<file path="src/rtl/uart_pkg.sv">
// Shared types and helpers for the parametrised UART transmitter.
package uart_pkg;

    // Framing FSM states; encodings 6 and 7 are unused and recover to IDLE.
    typedef enum logic [2:0] {
        IDLE   = 3'd0,
        START  = 3'd1,
        DATA   = 3'd2,
        PARITY = 3'd3,
        STOP1  = 3'd4,
        STOP2  = 3'd5
    } state_e;

    // Legal data-bits-per-frame range.
    localparam int DATA_W_MIN = 5;
    localparam int DATA_W_MAX = 9;

    // Parity over a zero-extended data word; odd=1 inverts the even result.
    function automatic logic parity_bit(input logic [DATA_W_MAX-1:0] data, input logic odd);
        return (^data) ^ odd;
    endfunction

endpackage

</file>
<file path="src/rtl/uart_sync_fifo.sv">
// Synchronous FIFO with registered count; read data is the current head
// (no fall-through: a word written this cycle is visible as head next cycle).
module uart_sync_fifo #(
    parameter int WIDTH = 8,
    parameter int DEPTH = 4,
    parameter int CNT_W = $clog2(DEPTH) + 1
) (
    input  logic             clk,
    input  logic             reset_n,
    input  logic             push,
    input  logic [WIDTH-1:0] wdata,
    input  logic             pop,
    output logic [WIDTH-1:0] rdata,
    output logic [CNT_W-1:0] count,
    output logic             full,
    output logic             empty
);
    localparam int PTR_W = $clog2(DEPTH);

    logic [WIDTH-1:0] mem_q [DEPTH];
    logic [PTR_W-1:0] wr_ptr_q, wr_ptr_d, rd_ptr_q, rd_ptr_d;
    logic [CNT_W-1:0] count_q, count_d;
    logic             do_push, do_pop;

    assign full  = (count_q == CNT_W'(DEPTH));
    assign empty = (count_q == '0);
    assign count = count_q;
    assign rdata = mem_q[rd_ptr_q];

    // Pointer and count update; pointers wrap naturally since DEPTH is a power of two.
    always_comb begin
        do_push  = push && !full;
        do_pop   = pop && !empty;
        wr_ptr_d = wr_ptr_q;
        rd_ptr_d = rd_ptr_q;
        count_d  = count_q;
        if (do_push) wr_ptr_d = wr_ptr_q + PTR_W'(1);
        if (do_pop)  rd_ptr_d = rd_ptr_q + PTR_W'(1);
        case ({do_push, do_pop})
            2'b10:   count_d = count_q + CNT_W'(1);
            2'b01:   count_d = count_q - CNT_W'(1);
            default: count_d = count_q;
        endcase
    end

    // Control state; storage contents need no reset because pointers are cleared.
    always_ff @(posedge clk or negedge reset_n) begin
        if (!reset_n) begin
            wr_ptr_q <= '0;
            rd_ptr_q <= '0;
            count_q  <= '0;
        end else begin
            wr_ptr_q <= wr_ptr_d;
            rd_ptr_q <= rd_ptr_d;
            count_q  <= count_d;
        end
    end

    // Storage write.
    always_ff @(posedge clk) begin
        if (do_push) mem_q[wr_ptr_q] <= wdata;
    end

endmodule

</file>
<file path="src/rtl/uart_tx_fifo_param.sv">
// UART transmitter: input FIFO, framing FSM with optional parity and
// one/two stop bits, back-to-back frames with no idle gap.
module uart_tx_fifo_param
    import uart_pkg::*;
#(
    parameter int DATA_W     = 8,
    parameter int FIFO_DEPTH = 4,
    parameter int CNT_W      = $clog2(FIFO_DEPTH) + 1
) (
    input  logic              clk,
    input  logic              reset_n,
    input  logic              baud_tick,
    input  logic [DATA_W-1:0] in_data,
    input  logic              in_valid,
    output logic              in_ready,
    input  logic              parity_en,
    input  logic              parity_odd,
    input  logic              two_stop,
    output logic              tx,
    output logic              tx_busy,
    output logic              tx_done,
    output logic [CNT_W-1:0]  fifo_count,
    output logic              fifo_full,
    output logic              fifo_empty
);
    localparam int IDX_W = $clog2(DATA_W);

    if (DATA_W < DATA_W_MIN || DATA_W > DATA_W_MAX) begin : g_bad_data_w
        $error("uart_tx_fifo_param: DATA_W out of range");
    end

    state_e            state_q, state_d;
    logic [DATA_W-1:0] sh_q, sh_d;
    logic [IDX_W-1:0]  idx_q, idx_d;
    logic              tx_q, tx_d, busy_q, busy_d, done_q, done_d;
    logic              par_en_q, par_en_d, par_q, par_d, two_stop_q, two_stop_d;
    logic              load, frame_end;
    logic [DATA_W-1:0] fifo_rdata;

    assign in_ready = !fifo_full;
    assign tx       = tx_q;
    assign tx_busy  = busy_q;
    assign tx_done  = done_q;

    uart_sync_fifo #(.WIDTH(DATA_W), .DEPTH(FIFO_DEPTH), .CNT_W(CNT_W)) u_fifo (
        .clk     (clk),
        .reset_n (reset_n),
        .push    (in_valid && in_ready),
        .wdata   (in_data),
        .pop     (load),
        .rdata   (fifo_rdata),
        .count   (fifo_count),
        .full    (fifo_full),
        .empty   (fifo_empty)
    );

    // Framing FSM: every line change happens on a baud tick; a frame end with
    // data waiting reloads straight into START so no idle bit is inserted.
    always_comb begin
        state_d    = state_q;
        sh_d       = sh_q;
        idx_d      = idx_q;
        tx_d       = tx_q;
        busy_d     = busy_q;
        done_d     = 1'b0;
        par_en_d   = par_en_q;
        par_d      = par_q;
        two_stop_d = two_stop_q;
        load       = 1'b0;
        frame_end  = 1'b0;
        case (state_q)
            IDLE: begin
                tx_d   = 1'b1;
                busy_d = 1'b0;
                if (baud_tick && !fifo_empty) load = 1'b1;
            end
            START: if (baud_tick) begin
                tx_d    = sh_q[0];
                sh_d    = sh_q >> 1;
                idx_d   = '0;
                state_d = DATA;
            end
            DATA: if (baud_tick) begin
                if (idx_q == IDX_W'(DATA_W - 1)) begin
                    if (par_en_q) begin
                        tx_d    = par_q;
                        state_d = PARITY;
                    end else begin
                        tx_d    = 1'b1;
                        state_d = STOP1;
                    end
                end else begin
                    tx_d  = sh_q[0];
                    sh_d  = sh_q >> 1;
                    idx_d = idx_q + IDX_W'(1);
                end
            end
            PARITY: if (baud_tick) begin
                tx_d    = 1'b1;
                state_d = STOP1;
            end
            STOP1: if (baud_tick) begin
                if (two_stop_q) state_d = STOP2;
                else            frame_end = 1'b1;
            end
            STOP2: if (baud_tick) frame_end = 1'b1;
            default: begin
                state_d = IDLE;
                tx_d    = 1'b1;
                busy_d  = 1'b0;
            end
        endcase
        if (frame_end) begin
            done_d = 1'b1;
            if (!fifo_empty) begin
                load = 1'b1;
            end else begin
                state_d = IDLE;
                tx_d    = 1'b1;
                busy_d  = 1'b0;
            end
        end
        // Config is captured with the word so mid-frame changes cannot leak in.
        if (load) begin
            sh_d       = fifo_rdata;
            par_en_d   = parity_en;
            par_d      = parity_bit(DATA_W_MAX'(fifo_rdata), parity_odd);
            two_stop_d = two_stop;
            tx_d       = 1'b0;
            busy_d     = 1'b1;
            state_d    = START;
        end
    end

    // Frame state registers; reset aborts any frame and parks the line high.
    always_ff @(posedge clk or negedge reset_n) begin
        if (!reset_n) begin
            state_q    <= IDLE;
            sh_q       <= '0;
            idx_q      <= '0;
            tx_q       <= 1'b1;
            busy_q     <= 1'b0;
            done_q     <= 1'b0;
            par_en_q   <= 1'b0;
            par_q      <= 1'b0;
            two_stop_q <= 1'b0;
        end else begin
            state_q    <= state_d;
            sh_q       <= sh_d;
            idx_q      <= idx_d;
            tx_q       <= tx_d;
            busy_q     <= busy_d;
            done_q     <= done_d;
            par_en_q   <= par_en_d;
            par_q      <= par_d;
            two_stop_q <= two_stop_d;
        end
    end

endmodule

</file>
<file path="config.mk">
export PLATFORM = sky130hd
export DESIGN_NAME = uart_tx_fifo_param
export DESIGN_NICKNAME = d
export VERILOG_FILES = /design/src/rtl/uart_pkg.sv /design/src/rtl/uart_sync_fifo.sv /design/src/rtl/uart_tx_fifo_param.sv
export SDC_FILE = /design/constraint.sdc
export NUM_CORES = 1
export LEC_CHECK = 0
export CAP_MARGIN = 20
export CORE_MARGIN = 10
export CORE_UTILIZATION = 51
export CTS_CLUSTER_SIZE = 10
export DETAILED_ROUTE_END_ITERATION = 12
export PLACE_DENSITY = 0.71
export SYNTH_ARGS = -nofsm -noshare
export SYNTH_HDL_FRONTEND = slang
export SYNTH_HIERARCHICAL = 1
export SYNTH_SLANG_ARGS = --single-unit
</file>
<file path="constraint.sdc">
create_clock -name clk -period 3.35 [get_ports clk]
set_input_delay 0.8375 -clock clk [delete_from_list [all_inputs] [get_ports clk]]
set_output_delay 0.8375 -clock clk [all_outputs]
set_load 0.02 [all_outputs]
</file>
==> impl_metrics.py, run 1 <==
metrics = {
    "synthesis": {
        "synth_area_um2": 2690,
        "synth.top_cell.area_share_pct": 35.8,
        "async_flop_share_pct": 45.8,
        "synthCells": 192,
        "synth-edff-count": 32,
        "ys.warnings.count": 6,
        "synth-seq-cells": 59,
        "synth_top_cell_by_area": "edfxtp_1",
        "syn-mean-instance-area_um2": 14.0,
        "synthesis.nets": 215,
        "ys_types": 35,
        "ys.flop_type": "edfxtp_1",
        "ys_seq_area_share_pct": 61.0,
        "synth.area.top_cells": "edfxtp_1 36%, dfrtp_1 24%, mux4_2 6.7%",
    },
    "global_route": {
        "use_met3_pct": 5.25,
        "antenna_found_initial": 0,
        "grt.overflow.total": 0,
        "grt_pass1_vias": 1615,
        "grt_max_degree": 28,
        "busiest_layer": "met2",
        "met2_usage_pct": 18.8,
        "use_met1_pct": 13.3,
        "grt_pass1_wl_mm": 7.81,
        "track_usage_pct": 11.7,
    },
    "sta": {
        "setup_ws_ns": 0.523,
        "relSlewSlack_pct": 62.0,
        "fin_worst_skew_ns": 0.00782,
        "slew_viol_final": 0,
        "finalSetupViolCount": 0,
        "finalCriticalPeriod_ns": 2.83,
        "finalHoldViolations": 0,
        "fin_tns_setup_ns": 0,
        "worst_slew_pin_slew_ns": 0.570,
        "max_clock_freq_mhz": 354,
        "grt_setup_unrepaired": "false",
        "period_share_pct": 84.4,
    },
    "power": {
        "vdd_drop_max_mv": 0.436,
        "p_leak_nw": 1.28,
        "power_density_nw_per_um2": 987,
    },
    "die": {
        "die_x_um": 92.6,
        "core_area_um2": 5110,
        "rows": 26,
        "die_area_um2": 8570,
        "die_height_um": 92.6,
        "io_pins": 24,
        "initial_core_util_pct": 52.6,
    },
    "detailed_routing": {
        "ant_nets": 0,
        "first_pass_iters": 4,
        "vias_per_cell": 5.27,
        "routedWlPerCell_um": 15.6,
        "drt_wl_total_mm": 4.63,
        "drc": 0,
        "drt_iter0_drc": 50,
        "via_count": 1565,
    },
    "placement": {
        "place_congestion": 0.880,
        "io_buffers": 23,
        "dp_hpwl_mm": 3.28,
        "dp_slack_ns": 0.399,
    },
    "setup_path": {
        "critPathCaptureType": "primary output",
        "cp_max_fo": 6,
        "required_ns": 2.51,
        "cp_data_arrival_time_ns": 1.99,
        "worstSetupPathType": "reg2out",
        "cp-start-kind": "flip-flop",
    },
    "cells_and_area": {
        "drive_above_1_share_pct": 18.5,
        "n_fill_cell": 422,
        "num_antenna_cells": 0,
        "fin_util_pct": 62.3,
        "syn_to_final_growth_pct": 18.5,
        "nets": 245,
    },
    "outcome": {
        "outcome": "complete, no violations",
    },
    "cts": {
        "clk_latency_ns": 0.33,
        "htree_num_levels": 3,
        "cts_hold_buf": 0,
        "cts_made_buffers": 9,
        "cts_tree": "built",
        "clock_sinks": 59,
        "cts_setup_buffers": 0,
        "root_buffer": "clkbuf_8",
        "clk_pin_slew_ns": 0.06,
        "cts-resized-gates": 0,
        "cts_buffer_depth": 2,
    },
    "run": {
        "maxCapViolCount": 0,
    },
    "min_path": {
        "hp-class": "reg2reg",
    },
}
-- registers in the layout, indices dropped and copies added (netlist names) --
| register | cells |
|---|---|
| tx | 1 |
| u_fifo/mem_q | 32 |
| idx_q | 3 |
| u_fifo/wr_ptr_q | 2 |
| u_fifo/count | 3 |
| tx_done | 1 |
| par_en_q | 1 |
| sh_q | 8 |
| state_q | 3 |
| par_q | 1 |
| u_fifo/rd_ptr_q | 2 |
| tx_busy | 1 |
| two_stop_q | 1 |
-- cells in the final DEF, fill, tap and decap left out, drive strengths merged, types with 3 or more instances in the layout --
cell           count
a21oi              5
and3               5
buf                3
clkbuf            11
clkdlybuf4s50     23
clkinv             3
dfrtp             26
edfxtp            32
ha                 7
inv                9
mux2               5
mux2i              8
mux4               8
nand2             19
nand2b             3
nor2              10
nor2b              4
o21ai             13
xnor2              9
xor2               5
-- worst max-delay path: stages, from the launching register on --
cell	delay, ns
dfrtp_1	0.44
nor3_1	0.50
clkdlybuf4s50_1	0.71
-- cells by family (layout without fill, tap and decap cells) --
| kind of cell | after synthesis | after routing | synth area share, % |
|---|---|---|---|
| AO/OA/AOI/OAI | 26 | 26 | 5.64 |
| XOR/XNOR | 14 | 14 | 4.57 |
| adder cells (fa/ha/maj) | 8 | 8 | 4.01 |
| buffers and inverters | 16 | 51 | 3.26 |
| flip-flops | 59 | 59 | 61.0 |
| multiplexers | 21 | 21 | 11.9 |
| AND/OR/NAND/NOR | 48 | 48 | 9.60 |
-- area by class of cell --
type | instances | area, um2 | share of cell area, %
clock buffer | 11 | 131 | 4.13
timing repair buffer | 26 | 253 | 7.94
inverter | 9 | 33.8 | 1.06
sequential | 59 | 1640 | 51.5
tap | 70 | 87.6 | 2.75
clock inverter | 5 | 78.8 | 2.48
multi-input combinational | 117 | 960 | 30.2
-- per-layer routing --
metal  routed length (um)  vias up
met2                 2370       32
met3                  239        8
met5                    0        -
met1                 1950      779
li1                     -      746
met4                   63        0
-- power breakdown --
| part | total [mW] | internal, mW | switching [mW] |
|---|---|---|---|
| Combinational | 1.24 | 0.631 | 0.610 |
| Sequential | 1.22 | 1.02 | 0.200 |
| Clock | 0.682 | 0.418 | 0.264 |
-- cell usage after synthesis (2+ instances only) --
library cell  number
edfxtp_1          32
dfrtp_1           26
nand2_1           19
o21ai_0           13
nor2_1            10
inv_1              9
xnor2_1            9
mux2i_1            8
mux4_2             8
ha_1               7
a21oi_1            5
and3_2             5
xor2_1             5
mux2_2             4
nor2b_1            4
buf_6              3
nand2b_1           3
a21o_1             2
nor3_1             2
o21bai_1           2
o22ai_1            2
-- path summary, 6_finish.rpt --
check | startpoint | to | cells after the start | slack [ns]
worst min-delay path | tx_busy | tx_busy | 1 | 0.48
worst max register to register | u_fifo/count[0] | u_fifo/count[2] | 11 | 0.93
worst min register to register | tx_busy | tx_busy | 1 | 0.48
worst max-delay path | u_fifo/count[0] | fifo_empty | 2 | 0.52
max in group asynchronous | reset_n | tx | 2 | 2.17
min in group asynchronous | reset_n | sh_q[3] | 2 | 0.88
-- through the flow --
stage	power, mW	instances	area (um2)	hold WS (ns)
after floorplan	2.17	192	2690	0.454
after global placement	2.41	281	2970	0.464
after detailed placement	2.48	281	2970	0.470
after CTS	3.17	297	3180	0.484
after global routing	3.37	297	3180	0.504
final	3.14	297	3180	0.484
Note: power is estimated with default switching activity, not from simulation.
==> inputs of run 2 (changes only) <==
==> constraint.sdc (replaced) <==
create_clock -name clk -period 2.9 [get_ports clk]
set_input_delay 0.725 -clock clk [delete_from_list [all_inputs] [get_ports clk]]
set_output_delay 0.725 -clock clk [all_outputs]
set_load 0.02 [all_outputs]
==> impl_metrics.py, run 2 (synthesized netlist as in run 1, its figures left out) <==
metrics = {
    "outcome": {
        "outcome": "complete, no violations",
    },
    "global_route": {
        "antenna_found_initial": 0,
        "grt_pass1_wl_mm": 8.00,
        "grt_max_degree": 28,
        "grt.overflow.total": 0,
        "track_usage_pct": 11.9,
        "grt_pass1_vias": 1632,
    },
    "cells_and_area": {
        "n_fill_cell": 411,
        "largest_register": "u_fifo/mem_q",
        "largest_register_ffs": 32,
        "nets": 246,
        "num_antenna_cells": 0,
        "reg_top3": "u_fifo/mem_q x32, sh_q x8",
        "syn_to_final_growth_pct": 18.7,
        "drive_above_1_share_pct": 18.4,
        "layoutNonFillerInstCount": 298,
        "final_cell_mix": "32 x edfxtp_1, 26 x dfrtp_1, 23 x clkdlybuf4s50_1",
        "mostFrequentLayoutCell": "edfxtp_1",
    },
    "power": {
        "power_density_nw_per_um2": 1130,
        "pwr-share-clk_pct": 21.5,
        "switchingPower_mw": 1.23,
        "vdd_drop_max_mv": 0.565,
        "internal_power_mw": 2.39,
        "p_seq_share_pct": 38.7,
        "p_sw_share_pct": 33.9,
        "comb_power_share_pct": 39.8,
        "p_leak_nw": 1.28,
        "power.total_mw": 3.62,
    },
    "die": {
        "initial_core_util_pct": 52.6,
        "die_area_um2": 8570,
        "io_pins": 24,
        "die_x_um": 92.6,
        "die_height_um": 92.6,
        "rows": 26,
        "core_area_um2": 5110,
    },
    "sta": {
        "finalCriticalPeriod_ns": 2.76,
        "fin_tns_setup_ns": 0,
        "setup_ws_ns": 0.140,
        "relSlewSlack_pct": 60.2,
        "max_clock_freq_mhz": 362,
        "worst_slew_pin_slew_ns": 0.592,
        "fin_worst_skew_ns": 0.00812,
        "slew_viol_final": 0,
        "finalSetupViolCount": 0,
        "finalHoldViolations": 0,
        "grt_setup_unrepaired": "false",
        "period_share_pct": 95.2,
    },
    "setup_path": {
        "cp-start-kind": "flip-flop",
        "r2r-end": "u_fifo/count[2]",
        "ff2ff_path_depth": 11,
        "cpLargestDelayFamily": "buffers and inverters",
        "cp_max_fo": 6,
        "crit_path_cell_trace": "nor3_1 > clkdlybuf4s50_1",
        "critical_path_buf_inv_count": 1,
        "critical_path_depth": 2,
        "cp_data_arrival_time_ns": 2.03,
        "worstSetupPathType": "reg2out",
        "cp_slowest_cell": "clkdlybuf4s50_1",
        "r2r_slack_ns": 0.49,
        "required_ns": 2.17,
        "r2r-start": "u_fifo/count[0]",
        "critPathCaptureType": "primary output",
        "slowest_delay_ns": 0.72,
    },
    "detailed_routing": {
        "ant_nets": 0,
        "first_pass_iters": 4,
        "drt_iter0_drc": 80,
        "drt_wl_total_mm": 4.62,
        "drc": 0,
        "routedWlPerCell_um": 15.5,
        "vias_per_cell": 5.29,
        "via_count": 1575,
    },
    "cts": {
        "cts-resized-gates": 0,
        "cts_buffer_depth": 2,
        "clk_latency_ns": 0.33,
        "cts_made_buffers": 9,
        "cts_tree": "built",
        "clk_pin_slew_ns": 0.06,
        "clock_sinks": 59,
        "htree_num_levels": 3,
        "root_buffer": "clkbuf_8",
        "cts_setup_buffers": 0,
        "cts_hold_buf": 0,
    },
    "min_path": {
        "min_to": "tx_busy",
        "min_from": "tx_busy",
        "min_path_cells": 1,
        "hp-class": "reg2reg",
    },
    "placement": {
        "dp_slack_ns": 0.0363,
        "place_congestion": 0.864,
        "dp_hpwl_mm": 3.36,
        "place_inst": 282,
        "io_buffers": 23,
    },
    "run": {
        "maxCapViolCount": 0,
    },
}
==> run 2: per-layer routing <==
| metal | up-vias | wire (um) | GRT usage [%] |
|---|---|---|---|
| met4 | 0 | 73 | 4.63 |
| met3 | 9 | 222 | 4.68 |
| met5 | - | 0 | 0 |
| met2 | 38 | 2300 | 18.8 |
| met1 | 779 | 2020 | 14.3 |
| li1 | 749 | - | - |
==> run 2: area by class of cell <==
type | count | area, um2 | area share, %
tap | 70 | 87.6 | 2.75
multi-input combinational | 117 | 960 | 30.1
inverter | 9 | 33.8 | 1.06
clock buffer | 10 | 128 | 4.00
clock inverter | 6 | 80.1 | 2.51
sequential | 59 | 1640 | 51.4
timing repair buffer | 27 | 260 | 8.17
==> run 2: how the worst max path moves through the flow <==
| stage | slack, ns | from | end |
|---|---|---|---|
| 6_report | 0.14 | u_fifo/count[0] | fifo_empty |
| 5_1_grt | 0.07 | u_fifo/count[0] | fifo_empty |
| 4_1_cts | 0.12 | u_fifo/count[0] | fifo_empty |
| 3_5_place_dp | 0.04 | baud_tick | u_fifo/count[2] |
| 3_3_place_gp | 0.12 | baud_tick | u_fifo/count[2] |
| 2_1_floorplan | 0.12 | baud_tick | u_fifo/count[2] |
==> run 2: worst register-to-register path: stages (launching register included) <==
cell     delay (ns)
dfrtp_1        0.45
or3b_4         0.46
inv_1          0.11
nor2b_1        0.08
and2_4         0.16
inv_1          0.05
ha_1           0.17
inv_1          0.06
fa_1           0.37
xor2_1         0.15
nor2_1         0.11
xor2_1         0.17
==> run 2: power groups by stage <==
stage	Sequential, mW	Combinational [mW]	Clock (mW)
detailed placement	1.42	1.45	0
global route	1.44	1.60	0.832
floorplan	1.35	1.16	0
finish	1.40	1.44	0.776
CTS	1.40	1.46	0.794
global placement	1.40	1.40	0
==> run 2: through the flow <==
stage          hold WS, ns  instance area, um2  util, %
2_1_floorplan        0.429                2690        -
3_3_place_gp         0.464                2980     58.3
3_5_place_dp         0.470                2980     58.3
4_1_cts              0.485                3190     62.4
5_1_grt              0.502                3190     62.4
6_report             0.482                3190     62.4
